[config.mk]
export PLATFORM = sky130hd
export DESIGN_NAME = display_timing_prog
export DESIGN_NICKNAME = d
export VERILOG_FILES = /design/src/rtl/display_pkg.sv /design/src/rtl/display_axis_fsm.sv /design/src/rtl/display_timing_prog.sv
export SDC_FILE = /design/constraint.sdc
export NUM_CORES = 1
export LEC_CHECK = 0
export ABC_AREA = 0
export BUFFER_PORTS_ARGS = -buffer_cell sky130_fd_sc_hd__buf_4
export CELL_PAD_IN_SITES_DETAIL_PLACEMENT = 0
export CELL_PAD_IN_SITES_GLOBAL_PLACEMENT = 1
export CORE_UTILIZATION = 25
export CTS_CLUSTER_DIAMETER = 150
export DETAILED_ROUTE_END_ITERATION = 6
export PLACE_DENSITY_LB_ADDON = 0.1
export SYNTH_ARGS = -nofsm -noshare
export SYNTH_HDL_FRONTEND = slang
export SYNTH_SLANG_ARGS = --single-unit
[constraint.sdc]
create_clock -name clk -period 4.5 [get_ports clk]
set_clock_uncertainty 0.1 [all_clocks]
set_input_delay 0.9 -clock clk [delete_from_list [all_inputs] [get_ports clk]]
set_output_delay 0.9 -clock clk [all_outputs]
set_load 0.05 [all_outputs]
[src/rtl/display_pkg.sv]
// rtl/display_pkg.sv - shared types and constants for the programmable display timing block
//
// Purpose: period-state enum used by both axis FSMs, the state successor helper,
//          and the configuration register address map.
// Ports:   none (package).

package display_pkg;

  // Each axis walks these periods in order and wraps back to FRONT.
  typedef enum logic [1:0] {
    FRONT  = 2'd0,
    SYNC   = 2'd1,
    BACK   = 2'd2,
    ACTIVE = 2'd3
  } period_e;

  // Configuration register addresses (shadow/active timing registers).
  localparam logic [2:0] CFG_HFRONT  = 3'd0;
  localparam logic [2:0] CFG_HSYNC   = 3'd1;
  localparam logic [2:0] CFG_HBACK   = 3'd2;
  localparam logic [2:0] CFG_HACTIVE = 3'd3;
  localparam logic [2:0] CFG_VFRONT  = 3'd4;
  localparam logic [2:0] CFG_VSYNC   = 3'd5;
  localparam logic [2:0] CFG_VBACK   = 3'd6;
  localparam logic [2:0] CFG_VACTIVE = 3'd7;

  function automatic period_e next_period(input period_e cur);
    case (cur)
      FRONT:   return SYNC;
      SYNC:    return BACK;
      BACK:    return ACTIVE;
      default: return FRONT;
    endcase
  endfunction

endpackage

[src/rtl/display_axis_fsm.sv]
// rtl/display_axis_fsm.sv - one timing axis: period state, countdown and position counter
//
// Purpose: steps FRONT->SYNC->BACK->ACTIVE->FRONT, each period lasting (len+1)
//          enabled clocks; counts the position inside ACTIVE.
// Ports:
//   clk, rst              clock, synchronous active-high reset
//   adv                   advance enable (1 = consume one unit of the current period)
//   len_front..len_active period lengths minus one, sampled when a period is loaded
//   sync_nxt, active_nxt  state flags of the value the registers take at the next edge
//   pos_nxt               next position counter (0 outside ACTIVE)
//   at_end                current unit is the last one of ACTIVE

module display_axis_fsm
  import display_pkg::*;
#(
  parameter int CW = 12
) (
  input  logic          clk,
  input  logic          rst,
  input  logic          adv,
  input  logic [CW-1:0] len_front,
  input  logic [CW-1:0] len_sync,
  input  logic [CW-1:0] len_back,
  input  logic [CW-1:0] len_active,
  output logic          sync_nxt,
  output logic          active_nxt,
  output logic [CW-1:0] pos_nxt,
  output logic          at_end
);

  period_e       state, state_nxt;
  logic [CW-1:0] cnt, cnt_nxt;
  logic [CW-1:0] pos;

  // cnt holds the units remaining after the current one, so a length value of
  // zero gives a single-unit period and the countdown never wraps.
  always_comb begin
    state_nxt = state;
    cnt_nxt   = cnt;
    pos_nxt   = pos;
    if (adv) begin
      if (cnt == '0) begin
        state_nxt = next_period(state);
        pos_nxt   = '0;
        case (state_nxt)
          FRONT:   cnt_nxt = len_front;
          SYNC:    cnt_nxt = len_sync;
          BACK:    cnt_nxt = len_back;
          default: cnt_nxt = len_active;
        endcase
      end else begin
        cnt_nxt = cnt - 1'b1;
        if (state == ACTIVE) begin
          pos_nxt = pos + 1'b1;
        end
      end
    end
  end

  always_ff @(posedge clk) begin
    if (rst) begin
      state <= FRONT;
      cnt   <= len_front;
      pos   <= '0;
    end else begin
      state <= state_nxt;
      cnt   <= cnt_nxt;
      pos   <= pos_nxt;
    end
  end

  assign sync_nxt   = (state_nxt == SYNC);
  assign active_nxt = (state_nxt == ACTIVE);
  assign at_end     = (state == ACTIVE) && (cnt == '0);

endmodule

[src/rtl/display_timing_prog.sv]
// rtl/display_timing_prog.sv - programmable display raster timing generator
//
// Purpose: horizontal and vertical timing FSMs producing sync, line/frame
//          strobes and active pixel coordinates. All outputs are registered.
// Optional feature macro: DISPLAY_TIMING_CFG_EN adds shadow timing registers
//          written through cfg_* and committed at the next frame boundary.
// Ports:
//   clk, rst            clock, synchronous active-high reset
//   hsync, vsync        sync outputs, polarity set by HS_POL / VS_POL
//   start_line          one-clock pulse on the first clock of each horizontal FRONT
//   start_frame         one-clock pulse with the start_line ending the last active line
//   pxl_accept          high when both axes are ACTIVE
//   pxl_x, pxl_y        active coordinates (0 outside the respective active period)
//   cfg_wr, cfg_addr, cfg_data   shadow register write      (DISPLAY_TIMING_CFG_EN)
//   cfg_commit, cfg_pending      request / pending frame-boundary copy (DISPLAY_TIMING_CFG_EN)

module display_timing_prog
  import display_pkg::*;
#(
  parameter int CW      = 12,
  parameter int HFRONT  = 15,
  parameter int HSYNC   = 95,
  parameter int HBACK   = 47,
  parameter int HACTIVE = 639,
  parameter int VFRONT  = 11,
  parameter int VSYNC   = 1,
  parameter int VBACK   = 29,
  parameter int VACTIVE = 479,
  parameter bit HS_POL  = 1'b0,
  parameter bit VS_POL  = 1'b0
) (
  input  logic          clk,
  input  logic          rst,
  output logic          hsync,
  output logic          vsync,
  output logic          start_line,
  output logic          start_frame,
  output logic          pxl_accept,
  output logic [CW-1:0] pxl_x,
  output logic [CW-1:0] pxl_y
`ifdef DISPLAY_TIMING_CFG_EN
  ,
  input  logic          cfg_wr,
  input  logic [2:0]    cfg_addr,
  input  logic [CW-1:0] cfg_data,
  input  logic          cfg_commit,
  output logic          cfg_pending
`endif
);

  localparam logic [CW-1:0] PAR [8] = '{
    CW'(HFRONT), CW'(HSYNC), CW'(HBACK), CW'(HACTIVE),
    CW'(VFRONT), CW'(VSYNC), CW'(VBACK), CW'(VACTIVE)
  };

  logic [CW-1:0] len_sel [8];
  logic          h_sync_nxt, h_act_nxt, h_at_end;
  logic          v_sync_nxt, v_act_nxt, v_at_end;
  logic [CW-1:0] h_pos_nxt, v_pos_nxt;
  logic          frame_end;

  assign frame_end = h_at_end & v_at_end;

`ifdef DISPLAY_TIMING_CFG_EN
  logic [CW-1:0] act_q [8];
  logic [CW-1:0] shd_q [8];
  logic          pend_q;
  logic          apply;

  assign apply       = frame_end & pend_q;
  assign cfg_pending = pend_q;

  // On the copy edge the axes load their new FRONT periods straight from the
  // shadows, so the first line of the new frame already uses the new timing.
  // Reset forces parameter values so the reload matches the restored registers.
  always_comb begin
    for (int i = 0; i < 8; i++) begin
      if (rst) begin
        len_sel[i] = PAR[i];
      end else if (apply) begin
        len_sel[i] = shd_q[i];
      end else begin
        len_sel[i] = act_q[i];
      end
    end
  end

  // The copy reads the shadows before a same-edge write lands, so a write
  // coincident with the copy only affects the shadow register.
  always_ff @(posedge clk) begin
    if (rst) begin
      for (int i = 0; i < 8; i++) begin
        act_q[i] <= PAR[i];
        shd_q[i] <= PAR[i];
      end
      pend_q <= 1'b0;
    end else begin
      if (apply) begin
        for (int i = 0; i < 8; i++) begin
          act_q[i] <= shd_q[i];
        end
      end
      if (cfg_wr) begin
        shd_q[cfg_addr] <= cfg_data;
      end
      if (cfg_commit) begin
        pend_q <= 1'b1;
      end else if (apply) begin
        pend_q <= 1'b0;
      end
    end
  end
`else
  assign len_sel = PAR;
`endif

  display_axis_fsm #(.CW(CW)) u_h_axis (
    .clk        (clk),
    .rst        (rst),
    .adv        (1'b1),
    .len_front  (len_sel[CFG_HFRONT]),
    .len_sync   (len_sel[CFG_HSYNC]),
    .len_back   (len_sel[CFG_HBACK]),
    .len_active (len_sel[CFG_HACTIVE]),
    .sync_nxt   (h_sync_nxt),
    .active_nxt (h_act_nxt),
    .pos_nxt    (h_pos_nxt),
    .at_end     (h_at_end)
  );

  // The vertical axis consumes one line per horizontal ACTIVE end.
  display_axis_fsm #(.CW(CW)) u_v_axis (
    .clk        (clk),
    .rst        (rst),
    .adv        (h_at_end),
    .len_front  (len_sel[CFG_VFRONT]),
    .len_sync   (len_sel[CFG_VSYNC]),
    .len_back   (len_sel[CFG_VBACK]),
    .len_active (len_sel[CFG_VACTIVE]),
    .sync_nxt   (v_sync_nxt),
    .active_nxt (v_act_nxt),
    .pos_nxt    (v_pos_nxt),
    .at_end     (v_at_end)
  );

  // Outputs are registered from the axes' next-state values so they line up
  // with the state registers.
  always_ff @(posedge clk) begin
    if (rst) begin
      hsync       <= ~HS_POL;
      vsync       <= ~VS_POL;
      start_line  <= 1'b0;
      start_frame <= 1'b0;
      pxl_accept  <= 1'b0;
      pxl_x       <= '0;
      pxl_y       <= '0;
    end else begin
      hsync       <= h_sync_nxt ? HS_POL : ~HS_POL;
      vsync       <= v_sync_nxt ? VS_POL : ~VS_POL;
      start_line  <= h_at_end;
      start_frame <= frame_end;
      pxl_accept  <= h_act_nxt & v_act_nxt;
      pxl_x       <= h_pos_nxt;
      pxl_y       <= v_pos_nxt;
    end
  end

endmodule

Word-level counts from Yosys, hierarchy flattened. Index checks and enable logic that the tools add are counted.

Register bits: 57. Input port bits: 2. Output and inout port bits: 29. Logic and storage cells: 58.

Add/subtract/negate cells: 4. Equal/unequal tests: 14. Multiplexer cells: 16. Bitwise gates (word level): 2. Reduce and logical (&&, ||, !) cells: 11.

Operators with widths (number): 2-to-1 mux 12 bit (4); case mux 10 bit (3 select lines) (1); case mux 9 bit (3 select lines) (1); adder 12 x 1 -> 12 bit, second input constant (2); logical NOT 12 bit (2); subtractor 12 x 1 -> 12 bit, second input constant (2); == test 2 bit, second input constant (8); == test 2 x 1 -> 1 bit, second input constant (6); 2-to-1 mux 2 bit (6); case mux 2 bit (3 select lines) (2); logical NOT 2 bit (4); bitwise AND 1 bit (2); logical AND 1 bit (2); 2-to-1 mux 1 bit (2); AND reduction 2 bit (1); nonzero test 2 bit (1); OR reduction 2 bit (1).

Logic depth before layout (Yosys ltp).
Depth in word-level cells: 8. Depth in mapped cells: 9. Gate-level depth less buffers: 7.

Cells and area by module. From an unflattened synthesis, not the netlist that was laid out.

Cells, all modules: 518. Area total of the unflattened synthesis: 4750.8 sq um.

By module, submodules not included: display_axis_fsm at u_v_axis (times used 1, cells an instance 230, area an instance 2005.7 sq um, sequential area each 640.6 sq um); display_axis_fsm at u_h_axis (times used 1, cells an instance 225, area an instance 1930.6 sq um, sequential area each 640.6 sq um); display_timing_prog (times used 1, cells an instance 63, area an instance 814.5 sq um, sequential area each 580.6 sq um).

Worst setup path after synthesis. No wires, ideal clock.

Path kind: reg-to-reg. From: register u_h_axis.cnt[0]. To: register u_h_axis.cnt[11]. Library setup time: 117 ps. Arrival time: 1879 ps. Path slack: 2404 ps. Cell stages (with the launch flop): 9. Buffers on the path: 2. Period minus slack after synthesis: 2096 ps. Path through: dfxtp_1 -> inv_1 -> ha_1 -> nor3b_2 -> nand3_1 -> nand2b_1 -> clkbuf_1 -> buf_2 -> nor2_1.

Word-level cells in the longest chain between the ends: 2. Elaborated cells on any way between the ends: 3.

Ends and longest elaborated chain: start, declared (RTL line display_axis_fsm.sv:32) `logic [CW-1:0] cnt, cnt_nxt;`; start signal, assigned (RTL line display_axis_fsm.sv:63) `cnt <= len_front;`; start signal, assigned (RTL line display_axis_fsm.sv:67) `cnt <= cnt_nxt;`; subtractor 12 x 1 -> 12 bit or logical NOT 12 bit (tied branches) (RTL line display_axis_fsm.sv:52, display_axis_fsm.sv:42); 2-to-1 mux 12 bit * (RTL line display_axis_fsm.sv:42) `if (cnt == '0) begin`.

Every way passes the cells marked *; elsewhere a longest branch is shown, timed or not. A chain may end at the register's enable or synchronous reset.

Final worst setup path.
From: register u_h_axis.cnt[0]. To: register pxl_accept.

Word-level cells in the longest chain between the ends: 5. Elaborated cells on any way between the ends: 7.

Ends and longest elaborated chain: logical NOT 12 bit * (RTL line display_axis_fsm.sv:42, display_axis_fsm.sv:74); logical AND 1 bit (RTL line display_axis_fsm.sv:74) `assign at_end = (state == ACTIVE) && (cnt == '0);`; 2-to-1 mux 2 bit (RTL line display_axis_fsm.sv:41) `if (adv) begin`; == test 2 bit (RTL line display_axis_fsm.sv:73) `assign active_nxt = (state_nxt == ACTIVE);`; bitwise AND 1 bit * (RTL line display_timing_prog.sv:162) `pxl_accept <= h_act_nxt & v_act_nxt;`; end signal, assigned (RTL line display_timing_prog.sv:162); end, declared (RTL line display_timing_prog.sv:38) `output logic pxl_accept,`.

Marked as above.

==> run_results.csv <==
group,metric,value,unit
logic_synthesis,async_flop_share,0,%
global_routing,grt_max_degree,27,
critical_path,cp.required,4620,ps
logic_synthesis,yosysSeqAreaShare,41.4,%
global_routing,gr-usage-met1,15.4,%
logic_synthesis,synth_area_leaders,"dfxtp_1, ha_1, xnor2_1, nor2_1, xor2_1",
pwr,total_leakage_power,1.32,nW
logic_synthesis,synth-seq-cells,57,
logic_synthesis,synth_cells,306,
floorplanning,die_x,107,um
logic_synthesis,synth_cell_types,46,
cts,postCtsSetupBuffers,0,
cts,postCtsHoldBufs,0,
critical_path,r2r-end,"pxl_accept",
layout,layout-drive-gt1-share,15.0,%
logic_synthesis,synth_compound_area_share,8.40,%
logic_synthesis,yosys-top-cells-count,"dfxtp_1, nor2_1, xnor2_1",
routing,vias,2163,
critical_path,critPathArrivalTime,2700,ps
pwr,p_total,1.10,mW
cts,clock_path_buffers,2,
logic_synthesis,synthXorXnorAreaFrac,10.8,%
routing,vias_per_cell,4.55,
logic_synthesis,synthAdderAreaFrac,7.26,%
sta,finalSetupViolCount,0,
logic_synthesis,syn_nets,324,
sta,max_slew_margin,27.3,%
logic_synthesis,syn_area,0.00276,mm2
critical_path,worstSetupPathType,"reg -> reg",
cts,cts_tree,"built",
global_routing,grtUsageMet3,3.53,%
logic_synthesis,yosysWarnings,0,
routing,wl_per_cell,13.1,um
pwr,powerDensity,331,mW/mm2
layout,syn_to_final_growth,20.9,%
logic_synthesis,synth_top_flop_cell,"dfxtp_1",
cts,htreeDepth,3,
floorplanning,die_h,107,um
cts,numCtsBuffers,9,
logic_synthesis,synth_mux_area_share,1.82,%
critical_path,rrSetupSlack,1930,ps
routing,drc_errors,0,
cts,cts_root_buffer,"clkbuf_8",
sta,fin_crit_sh,57.2,%
sta,grt_setup_unrepaired,"false",
cts,insertion_delay,330,ps
layout,final_util,31.7,%
layout,nets,352,
sta,hold_ws,327,ps
floorplanning,fp-row-count,37,
critical_path,reg2reg_from,"u_h_axis.cnt[0]",
placed_design,finalWeightedCongestion,0.666,
cts,cts-resized-gates,0,
sta,hold_violations,0,
global_routing,antenna_found_initial,0,
logic_synthesis,synth_top_cell_area_share,41.4,%
sta,worst_pin_slew,1080,ps
logic_synthesis,syn_avg_cell_area,9.01,um2
cts,path_clk_slew,70,ps
run,drv_cap,0,
global_routing,grt_pass1_vias,2075,
sta,finalMaxSlewViolations,0,
sta,final.setup.tns,0,ps
global_routing,grt.overflow.total,0,
floorplanning,design.core.area,0.0105,mm2
logic_synthesis,synth-edff-count,0,
floorplanning,die_area,0.0114,mm2
logic_synthesis,synth.largest_area_cell,"dfxtp_1",
logic_synthesis,synth_most_common_cell,"dfxtp_1",
global_routing,grt_pass1_wl,10400,um
critical_path,endpoint_kind,"register",
floorplanning,pin_count,31,
logic_synthesis,synth-simple-area-share,27.0,%
placed_design,port_buffers,30,
global_routing,track_usage,11.7,%
routing,wl,6210,um
critical_path,cp-start-kind,"register",
sta,fmax,0.388,GHz
placed_design,numPlacedInstances,459,
routing,dr.pass1.iters,4,
routing,drtIter0Drc,38,
critical_path,crit_fanout,26,
floorplanning,start_util,26.2,%
outcome,status,"complete, no violations",
global_routing,top_usage_layer,"met2",
layout,antenna_cells,0,
pwr,ir_drop,0.000164,V
hold_path,hp-class,"reg -> reg",
critical_path,reg2regPathDepth,7,
routing,antenna_left,0,
critical_path,crit_start,"u_h_axis.cnt[0]",
global_routing,grt_util_met2,18.0,%
logic_synthesis,synth_top_family_by_area,"simple AND/OR/NAND/NOR gates",
cts,cts.sinks,57,
sta,period_minus_slack,2570,ps
layout,fin_cells,475,
placed_design,dp_hpwl,4280,um
critical_path,endpoint,"pxl_accept",
through the flow:
step           worst slack [ps]  area (um2)
2_1_floorplan              2400        2760
3_3_place_gp               1970        3100
3_5_place_dp               1910        3100
4_1_cts                    1890        3330
5_1_grt                    1620        3330
6_report                   1930        3330
critical path, stage by stage (launching register included):
cell     delay (ps)
dfxtp_1         340
inv_1            60
ha_1            160
nor3b_2         460
nand4_4         430
nor2_1          390
mux2i_1         300
and3b_1         200
report_power, final:
part / total, mW / internal [mW] / switching [mW]
combinational: 0.0143 / 0.00390 / 0.0104
sequential: 0.509 / 0.507 / 0.00252
clock: 0.579 / 0.368 / 0.210
cells in the final DEF (no fill, tap or decap), types with 2 or more instances in the layout:
master / n
and3_1: 2
nand4_1: 6
and4_1: 6
a21oi_1: 7
nor4_4: 2
clkbuf_8: 9
dfxtp_1: 57
or4_1: 2
clkbuf_1: 2
o21ai_0: 7
xor2_1: 12
bufinv_16: 3
mux2i_1: 5
nor2_1: 46
or3_1: 3
nor3b_1: 3
ha_1: 16
nand2_1: 19
nor4_1: 8
xnor2_1: 22
a211oi_1: 4
o41ai_1: 2
nor2b_1: 2
nand3_1: 12
nor3_1: 13
buf_4: 30
o21a_1: 2
inv_1: 10
o31ai_1: 4
nand2b_1: 3
layout make-up:
| class | instances | area [um2] |
|---|---|---|
| Clock inverter | 5 | 104 |
| Multi-Input combinational cell | 226 | 1520 |
| Inverter | 10 | 37.5 |
| Fill cell | 1115 | 7180 |
| Timing Repair Buffer | 30 | 225 |
| Clock buffer | 11 | 131 |
| Tap cell | 136 | 170 |
| Sequential cell | 57 | 1140 |
how the worst min path moves through the flow:
| stage | from | cells after the start | slack [ps] | end |
|---|---|---|---|---|
| final | u_h_axis.cnt[0] | 1 | 330 | u_h_axis.cnt[0] |
| after global placement | u_h_axis.cnt[0] | 1 | 310 | u_h_axis.cnt[0] |
| after floorplan | u_h_axis.cnt[0] | 1 | 290 | u_h_axis.cnt[0] |
| after CTS | u_h_axis.cnt[0] | 1 | 330 | u_h_axis.cnt[0] |
| after global routing | u_h_axis.cnt[0] | 1 | 350 | u_h_axis.cnt[0] |
| after detailed placement | u_h_axis.cnt[0] | 1 | 310 | u_h_axis.cnt[0] |
cells by family after synthesis:
group                      after synthesis
and+or+nand+nor                        136
DFF                                     57
AOI/OAI and AO/OA                       35
xor gates and xnor gates                34
buffers and inverters                   23
adders and majority gates               16
muxes                                    5
flip-flops by register name, summed over array words and instances, names as in the netlist, 2 cells and up:
name	flops
u_h_axis.cnt	12
u_h_axis.pos	12
u_h_axis.state	2
u_v_axis.cnt	12
u_v_axis.pos	12
u_v_axis.state	2
routing by layer:
metal	up-vias	wire length, um
li1	1124	-
met1	1003	3170
met2	31	2780
met3	5	205
met4	0	64
met5	-	0
Note: power is estimated with default switching activity, not from simulation.
